### src/rtl/cache_controller.sv
// ---------------------------------------------------------------------------
// cache_controller
//
// Direct-mapped, write-through, no-write-allocate cache with one-word lines,
// placed between a CPU port and a slow handshaked main memory.
//
// Parameters
//   WIDTH  data word width
//   DEPTH  main-memory size in words (AW = log2(DEPTH) address bits)
//   LINES  number of one-word cache lines (IW = log2(LINES) index bits,
//          TW = AW - IW tag bits)
//
// Ports
//   clk, reset        clock (rising edge), asynchronous active-low reset
//   cpu_read/write    CPU request, held until stall is low; both high = write
//   cpu_address       word address: index = [IW-1:0], tag = [AW-1:IW]
//   cpu_write_data    store data
//   cpu_read_data     registered load data
//   stall             CPU must hold request and operands while high
//   mem_address       registered main-memory address
//   mem_write_en      level write enable, held until mem_ready
//   mem_read_en       level read enable, held until mem_ready
//   mem_write_data    registered main-memory store data
//   mem_ready         one-cycle completion pulse from main memory
//   mem_read_data     load data, valid the cycle after mem_ready
//   hit_count         saturating read-hit counter
//   miss_count        saturating read-miss counter
// ---------------------------------------------------------------------------
module cache_controller #(
    parameter int WIDTH = 32,
    parameter int DEPTH = 1024,
    parameter int LINES = 32,
    localparam int AW = $clog2(DEPTH),
    localparam int IW = $clog2(LINES),
    localparam int TW = AW - IW
) (
    input  logic             clk,
    input  logic             reset,
    input  logic             cpu_read,
    input  logic             cpu_write,
    input  logic [AW-1:0]    cpu_address,
    input  logic [WIDTH-1:0] cpu_write_data,
    output logic [WIDTH-1:0] cpu_read_data,
    output logic             stall,
    output logic [AW-1:0]    mem_address,
    output logic             mem_write_en,
    output logic             mem_read_en,
    output logic [WIDTH-1:0] mem_write_data,
    input  logic             mem_ready,
    input  logic [WIDTH-1:0] mem_read_data,
    output logic [15:0]      hit_count,
    output logic [15:0]      miss_count
);

    typedef enum logic [2:0] {
        IDLE,
        MEM_WRITE,
        MEM_READ,
        REFILL,
        RESP
    } state_t;

    state_t           r_state;
    state_t           w_next_state;

    logic [LINES-1:0] r_valid;
    logic [TW-1:0]    r_tag_mem  [LINES];
    logic [WIDTH-1:0] r_data_mem [LINES];

    logic [IW-1:0]    w_index;
    logic [TW-1:0]    w_tag;
    logic             w_hit;
    logic             w_is_write;
    logic             w_is_read;
    logic [IW-1:0]    w_fill_index;
    logic [TW-1:0]    w_fill_tag;

    assign w_index    = cpu_address[IW-1:0];
    assign w_tag      = cpu_address[AW-1:IW];
    assign w_hit      = r_valid[w_index] && (r_tag_mem[w_index] == w_tag);
    // A simultaneous read and write is treated as a write only.
    assign w_is_write = cpu_write;
    assign w_is_read  = cpu_read && !cpu_write;

    // The refill target comes from the latched miss address, not the CPU bus.
    assign w_fill_index = mem_address[IW-1:0];
    assign w_fill_tag   = mem_address[AW-1:IW];

    // ------------------------------------------------------------------
    // Next state and stall
    // ------------------------------------------------------------------
    always_comb begin
        // NOTE: every output of this block gets a default first so no path
        // leaves it unassigned, which would otherwise infer a latch.
        w_next_state = r_state;
        stall        = 1'b0;
        case (r_state)
            IDLE: begin
                if (w_is_write) begin
                    stall        = 1'b1;
                    w_next_state = MEM_WRITE;
                end else if (w_is_read && !w_hit) begin
                    stall        = 1'b1;
                    w_next_state = MEM_READ;
                end
            end
            MEM_WRITE: begin
                stall = 1'b1;
                if (mem_ready) w_next_state = RESP;
            end
            MEM_READ: begin
                stall = 1'b1;
                if (mem_ready) w_next_state = REFILL;
            end
            REFILL: begin
                stall        = 1'b1;
                w_next_state = RESP;
            end
            RESP: begin
                // Stall drops for this single cycle so the CPU retires the
                // request; nothing new is accepted until IDLE.
                w_next_state = IDLE;
            end
            default: w_next_state = IDLE;
        endcase
    end

    // ------------------------------------------------------------------
    // State, valid bits, memory interface and counters
    // ------------------------------------------------------------------
    // NOTE: sequential state uses non-blocking assignments so every register
    // samples the pre-edge values regardless of statement order.
    always_ff @(posedge clk or negedge reset) begin
        if (!reset) begin
            r_state        <= IDLE;
            r_valid        <= '0;
            cpu_read_data  <= '0;
            mem_address    <= '0;
            mem_write_data <= '0;
            mem_write_en   <= 1'b0;
            mem_read_en    <= 1'b0;
            hit_count      <= '0;
            miss_count     <= '0;
        end else begin
            r_state <= w_next_state;
            case (r_state)
                IDLE: begin
                    if (w_is_write) begin
                        mem_address    <= cpu_address;
                        mem_write_data <= cpu_write_data;
                        mem_write_en   <= 1'b1;
                    end else if (w_is_read) begin
                        if (w_hit) begin
                            cpu_read_data <= r_data_mem[w_index];
                            if (hit_count != 16'hFFFF) hit_count <= hit_count + 16'd1;
                        end else begin
                            mem_address <= cpu_address;
                            mem_read_en <= 1'b1;
                            if (miss_count != 16'hFFFF) miss_count <= miss_count + 16'd1;
                        end
                    end
                end
                MEM_WRITE: begin
                    if (mem_ready) mem_write_en <= 1'b0;
                end
                MEM_READ: begin
                    if (mem_ready) mem_read_en <= 1'b0;
                end
                REFILL: begin
                    r_valid[w_fill_index] <= 1'b1;
                    cpu_read_data         <= mem_read_data;
                end
                default: ;
            endcase
        end
    end

    // ------------------------------------------------------------------
    // Tag and data arrays
    // ------------------------------------------------------------------
    // NOTE: the arrays carry no reset; the valid bits alone decide whether a
    // line holds anything, so clearing storage would only cost logic.
    always_ff @(posedge clk) begin
        if (r_state == IDLE && w_is_write && w_hit) begin
            r_data_mem[w_index] <= cpu_write_data;
        end else if (r_state == REFILL) begin
            r_data_mem[w_fill_index] <= mem_read_data;
            r_tag_mem[w_fill_index]  <= w_fill_tag;
        end
    end

endmodule

### config.mk
export PLATFORM = sky130hd
export DESIGN_NAME = cache_controller
export DESIGN_NICKNAME = d
export VERILOG_FILES = /design/src/rtl/cache_controller.sv
export SDC_FILE = /design/constraint.sdc
export NUM_CORES = 1
export LEC_CHECK = 0
export CELL_PAD_IN_SITES_DETAIL_PLACEMENT = 0
export CELL_PAD_IN_SITES_GLOBAL_PLACEMENT = 2
export CORE_ASPECT_RATIO = 0.8
export CORE_MARGIN = 2
export CORE_UTILIZATION = 48
export DETAILED_ROUTE_END_ITERATION = 8
export PLACE_DENSITY = 0.84
export SETUP_SLACK_MARGIN = 0.3
export SLEW_MARGIN = 25
export SYNTH_ARGS = -nofsm -noshare
export SYNTH_HDL_FRONTEND = slang
export SYNTH_SLANG_ARGS = --single-unit
### constraint.sdc
create_clock -name clk -period 5.7 [get_ports clk]
set_clock_uncertainty 0.1 [all_clocks]
set_input_delay 1.14 -clock clk [delete_from_list [all_inputs] [get_ports clk]]
set_output_delay 1.14 -clock clk [all_outputs]
set_load 0.02 [all_outputs]
# After elaboration in Yosys (flattened, before gate mapping)
# Memories as Yosys holds them, arrays and structs flattened.
# Index checks and enable logic that the tools add are counted.
[op_classes] add_sub_neg=2 order_cmp=3 eq_ne=15 n_mux=34 bitwise_logic=3 n_reduce_logical=23
[op_table] cell="$mux W32" count=4
[op_table] cell="$pmux W32 S2" count=1
[op_table] cell="$add A16 B1 Y16 const B" count=2
[op_table] cell="$ne A16 B16 Y1 const B" count=2
[op_table] cell="$or A32 B32 Y32" count=1
[op_table] cell="$reduce_or A32 Y1" count=1
[op_table] cell="$mux W10" count=3
[op_table] cell="$ne A2 B2 Y1 const B" count=8
[op_table] cell="$mux W1" count=15
[op_table] cell="$reduce_and A5 Y1" count=3
[op_table] cell="$lt A5 B6 Y1 const B" count=2
[op_table] cell="$mux W3" count=4
[op_table] cell="$pmux W3 S4" count=1
[op_table] cell="$reduce_and A3 Y1" count=3
[op_table] cell="$reduce_bool A2 Y1" count=4
[op_table] cell="$eq A3 B2 Y1 const B" count=2
[op_table] cell="$logic_and A1 B1 Y1" count=6
[op_table] cell="$pmux W1 S2" count=3
[op_table] cell="$bmux W1 S5" count=1
[op_table] cell="$demux W1 S5" count=1
[op_table] cell="$eq A5 B5 Y1" count=1
[op_table] cell="$ge A5 B1 Y1 const B" count=1
[op_table] cell="$mux W5" count=1
[op_table] cell="$reduce_and A4 Y1" count=1
[op_table] cell="other kinds (7)" count=9
[totals] ff_bits=143 ramBits=1184 inputBits=79 out_inout_bits=109 elab_cells=91 memories=2
[memory_table] memory="r_data_mem" words=32 width=32 read_ports=1 rd_clocked_by_memory_dff=0 write_ports=1 line="68" text="logic [WIDTH-1:0] r_data_mem [LINES];"
[memory_table] memory="r_tag_mem" words=32 width=5 read_ports=1 rd_clocked_by_memory_dff=0 write_ports=1 line="67" text="logic [TW-1:0] r_tag_mem [LINES];"

# Logic depth before layout (Yosys ltp)
# Gate-level depths: netlist (run 1).
[depth] word_depth=8 depth_mapped=14 depth_no_buf=9

# Least setup slack after synthesis (run 1)
# No wires, ideal clock.
[synth_path] path_type="input to register" start="input port cpu_address[0]" end="memory r_data_mem[12][0] (enable)" arrival_ns=4.555 t_required_ns=5.179 setup_slack_ns=0.623 stages=13 n_path_buf=4 path_cell_list="buf_6 -> buf_4 -> buf_2 -> mux2i_1 -> a22oi_1 -> nand3_1 -> nand4_1 -> xor2_1 -> nor2_1 -> nand3_2 -> o32a_1 -> buf_6 -> nor2_1"
[synth_between] elab_chain_len=8
[synth_rtl] item="start: declaration" line="41" text="input logic [AW-1:0] cpu_address,"
[synth_rtl] item="$mem_v2 Z32 W5 or $bmux W1 S5 (tied branches)"
[synth_rtl] item="$eq A5 B5 Y1 or $mux W1 (tied branches)" line="80" text="assign w_hit = r_valid[w_index] && (r_tag_mem[w_index] == w_tag);"
[synth_rtl] item="$logic_and A1 B1 Y1" line="80"
[synth_rtl] item="$logic_and A1 B1 Y1" line="184" text="if (r_state == IDLE && w_is_write && w_hit) begin"
[synth_rtl] item="$mux W1" line="184"
[synth_rtl] item="$mux W1 (implied by the code)" line="187" text="r_data_mem[w_fill_index] <= mem_read_data;"
[synth_rtl] item="$reduce_or A32 Y1 (no line)"
[synth_rtl] item="$mux W5 (no line) or $mux W1 (tied branches)"
[synth_rtl] item="end: declaration" line="68"
# Parallel ways exist; a longest one is shown, timed or not. The select of a mux whose other input is x is not followed.

# Worst setup path after layout (run 1)
[layout_path] start="input port cpu_address[2]" end="output port stall"
[layout_between] elab_chain_len=8
[layout_rtl] item="$mem_v2 Z32 W5 or $bmux W1 S5 (tied branches)"
[layout_rtl] item="$eq A5 B5 Y1 or $mux W1 (tied branches)" line="80"
[layout_rtl] item="$logic_and A1 B1 Y1 *" line="80"
[layout_rtl] item="$logic_not A1 Y1 *" line="102" text="end else if (w_is_read && !w_hit) begin"
[layout_rtl] item="$logic_and A1 B1 Y1 *" line="102"
[layout_rtl] item="$mux W1 *" line="102"
[layout_rtl] item="$mux W1 *" line="99" text="if (w_is_write) begin"
[layout_rtl] item="$pmux W1 S2 *" line="97" text="case (r_state)"
[layout_rtl] item="end: declaration" line="44" text="output logic stall,"
# Every way passes the cells marked *; elsewhere a longest branch is shown, timed or not. The select of a mux whose other input is x is not followed.

==> results_dict.tcl, run 1 <==
set metrics [dict create \
    path_depth 12 \
    grt_usage 0.230 \
    dp_cells 4066 \
    outcome "completed" \
    synth_area_leaders "edfxtp_1 (68%), mux4_2 (14%), dfrtp_1 (6.9%), mux2i_1 (2.1%), mux2_2 (1.6%)" \
    fin_ws_ps 505 \
    drc 0 \
    synthArstFlopShare 0.108 \
    firstDrtPassIters 7 \
    layout-drive-gt1-share 0.276 \
    crit_path_max_fanout 14 \
    ys_seq_elements 1327 \
    io_pins 188 \
    die_area_mm2 0.111 \
    crit_path_end_kind "output port" \
    synth_top_area_share 0.684 \
    slew_headroom 0.315 \
    synth_ff_type "edfxtp_1" \
    fmax_mhz 192 \
    grt_pass1_vias 26500 \
    die_height_um 298 \
    routed.top_layer "met4" \
    finalNonFillerCells 4308 \
    wire_per_inst_um 29.3 \
    ant_nets 0 \
    r2r_setup_slack_ps 1850 \
    clock_latency_ps 730 \
    cp.arrival_ps 3960 \
    cts.path.max_buffers 3 \
    wl_met1_um 53300 \
    numCtsBuffers 133 \
    syn2layout_area_growth_pct 16.4 \
    cp-start-kind "input port" \
    nNetsFinal 2866 \
    p_per_area_mw_per_mm2 394 \
    rsz0062_at_grt "false" \
    synth-edff-count 1184 \
    grt-ovfl-total 0 \
    htreeDepth 4 \
    crit_chain "buf_4, and2_1, buf_4, a22oi_1, a21oi_1, nor4_2, xor2_1, a21oi_2, nand3_2, nand2_1, a21oi_1, clkdlybuf4s50_1" \
    synth_area_leader_cell "edfxtp_1" \
    crit_slowest_cell "clkdlybuf4s50_1" \
    io_buffers 187 \
    cp.buffers_inverters 3 \
    ctsHoldBuffers 0 \
    ir_worst_vdd_mv 0.214 \
    synth.most_common_cell "edfxtp_1" \
    path_class "input port to output port" \
    synth-seq-area-share 0.753 \
    grt_max_degree 137 \
    drt_iter0_drc 3241 \
    max_cap_viol_count 0 \
    fp-row-count 107 \
    yosysWarnings 0 \
    hp-class "input port to asynchronous set/reset pin" \
    syn_inst 2497 \
    cts_setup_buffers 0 \
    syn_nets 2578 \
    finalMaxSlewViolations 0 \
    grt_pass1_wl_um 183000 \
    slowest_delay_ps 650 \
    wl_met2_um 59400 \
    initial_utilization 0.486 \
    antenna_found_initial 1 \
    via_count 26100 \
    place_ws_ps 241 \
    avgSynthCellArea_um2 20.8 \
    wl_um 126000 \
    synth_commonest_cells "edfxtp_1 (1184), mux4_2 (328), nand2_1 (156), dfrtp_1 (143), mux2i_1 (111)" \
    p_leak_nw 20.3 \
    wl_met3_um 10700 \
    period_minus_slack_ps 5200 \
    core_area_mm2 0.107 \
    setup_tns_ps 0 \
    hpwl_um 75200 \
    synth.cell_area_mm2 0.0520 \
    clk_pin_slew_ps 60 \
    fillers 7717 \
    cts-root-buf "clkbuf_16" \
    via_per_inst 6.06 \
    clock_sinks 1327 \
    worst_slew_pin_slew_ps 1030 \
    die_w_um 372 \
    cts_tree "built" \
    gp_congestion 0.853 \
    cp.required_ps 4460 \
    hold_violations 0 \
    synth_cell_types 53 \
    reg2regPathDepth 11 \
    finalCritPeriodShare 0.911 \
    setup_viol 0 \
    path_delay_family "buffers and inverters" \
]
## final cells by class
cell class	instances	area (µm²)	area share
tap	1417	1770	0.0293
timing repair buffer	284	2910	0.0480
inverter	4	15.0	0.000248
clock buffer	179	3640	0.0601
antenna	1	2.50	0.0000414
sequential	1327	39100	0.647
multi-input combinational	1035	12500	0.207
clock inverter	61	553	0.00914
## timing repair
item | 4_1_cts | 5_1_grt
setup endpoints to repair | 1 | 1
gates cloned | 0 | 1
resized for setup | 1 | 3
## logic make-up after synthesis
group,Yosys count,share of synthesized area
buffers and inverters,135,0.0129
flip-flops,1327,0.753
AND/OR/NAND/NOR,387,0.0356
XOR/XNOR,30,0.00506
adder cells (fa/ha/maj),2,0.000481
multiplexers,516,0.180
AO/OA/AOI/OAI,100,0.0128
## placed cells by master (no fill, tap or decap), types with 8 or more instances in the layout
cell type / instances
and3_1: 15
nand3_1: 35
clkinv_2: 13
buf_12: 21
clkinv_1: 21
nor2_4: 33
buf_4: 74
nand2_2: 29
a21oi_1: 13
mux2i_1: 111
inv_6: 8
xnor2_1: 13
a22oi_1: 34
clkbuf_16: 138
or2_2: 33
nand4_1: 12
xor2_1: 17
nand3b_1: 10
nor2b_1: 10
mux4_2: 328
mux2_2: 76
clkbuf_1: 37
dfrtp_1: 143
clkdlybuf4s50_1: 181
o21ai_1: 32
nor2_1: 48
edfxtp_1: 1184
nand2_1: 127
## power breakdown
group	switching [mW]	total (mW)	internal, mW
combinational	2.18	3.47	1.29
clock	3.60	8.42	4.82
sequential	0.294	12.0	11.7
## worst reg2reg max path, cell delays in order, from the launching register on
cell and delay, ps:
edfxtp_1 370, mux2i_1 200, a22oi_1 110, a21boi_0 450, nor4_2 100, xor2_1 170
a21oi_2 160, nand3_2 160, buf_4 260, o32a_2 690, nor2_4 460, buf_4 310
## sequential cells by signal, summed over array words and instances, names as in the netlist
register,cells
cpu_read_data,32
mem_write_en,1
mem_write_data,32
r_tag_mem,160
r_state,3
hit_count,16
r_data_mem,1024
miss_count,16
mem_address,10
r_valid,32
mem_read_en,1
## layer usage
layer	GRT usage	vias up
met2	0.351	1187
li1	-	10800
met5	0	-
met4	0.0606	0
met1	0.337	14000
met3	0.0514	165
## path summary, 6_finish.rpt
path / startpoint / end
min in group clk: r_valid[31]$_DFFE_PN0P_ / r_valid[31]$_DFFE_PN0P_
max in group asynchronous: reset / cpu_read_data[25]$_DFFE_PN0P_
worst min-delay path: reset / r_valid[12]$_DFFE_PN0P_
worst min register to register: r_valid[31]$_DFFE_PN0P_ / r_valid[31]$_DFFE_PN0P_
worst max register to register: r_tag_mem[9][4]$_DFFE_PP_ / r_data_mem[8][29]$_DFFE_PP_
worst max-delay path: cpu_address[2] / stall
## through the flow
| stage | hold slack, ps | cell area [µm²] | util | power [mW] |
|---|---|---|---|---|
| 2_1_floorplan | 334 | 52000 | - | 14.0 |
| 3_3_place_gp | 345 | 56200 | 0.525 | 15.6 |
| 3_5_place_dp | 349 | 56200 | 0.525 | 15.7 |
| 4_1_cts | 294 | 60400 | 0.565 | 24.1 |
| 5_1_grt | 323 | 60500 | 0.566 | 24.7 |
| 6_report | 280 | 60500 | 0.566 | 23.9 |
Power figures use the tool's default switching activity.
==> inputs of run 2 (changes only) <==
Settings changed: TNS_END_PERCENT set to 10.
==> results of run 2 <==
Final layout, timing and power as in run 1 (identical DEF).
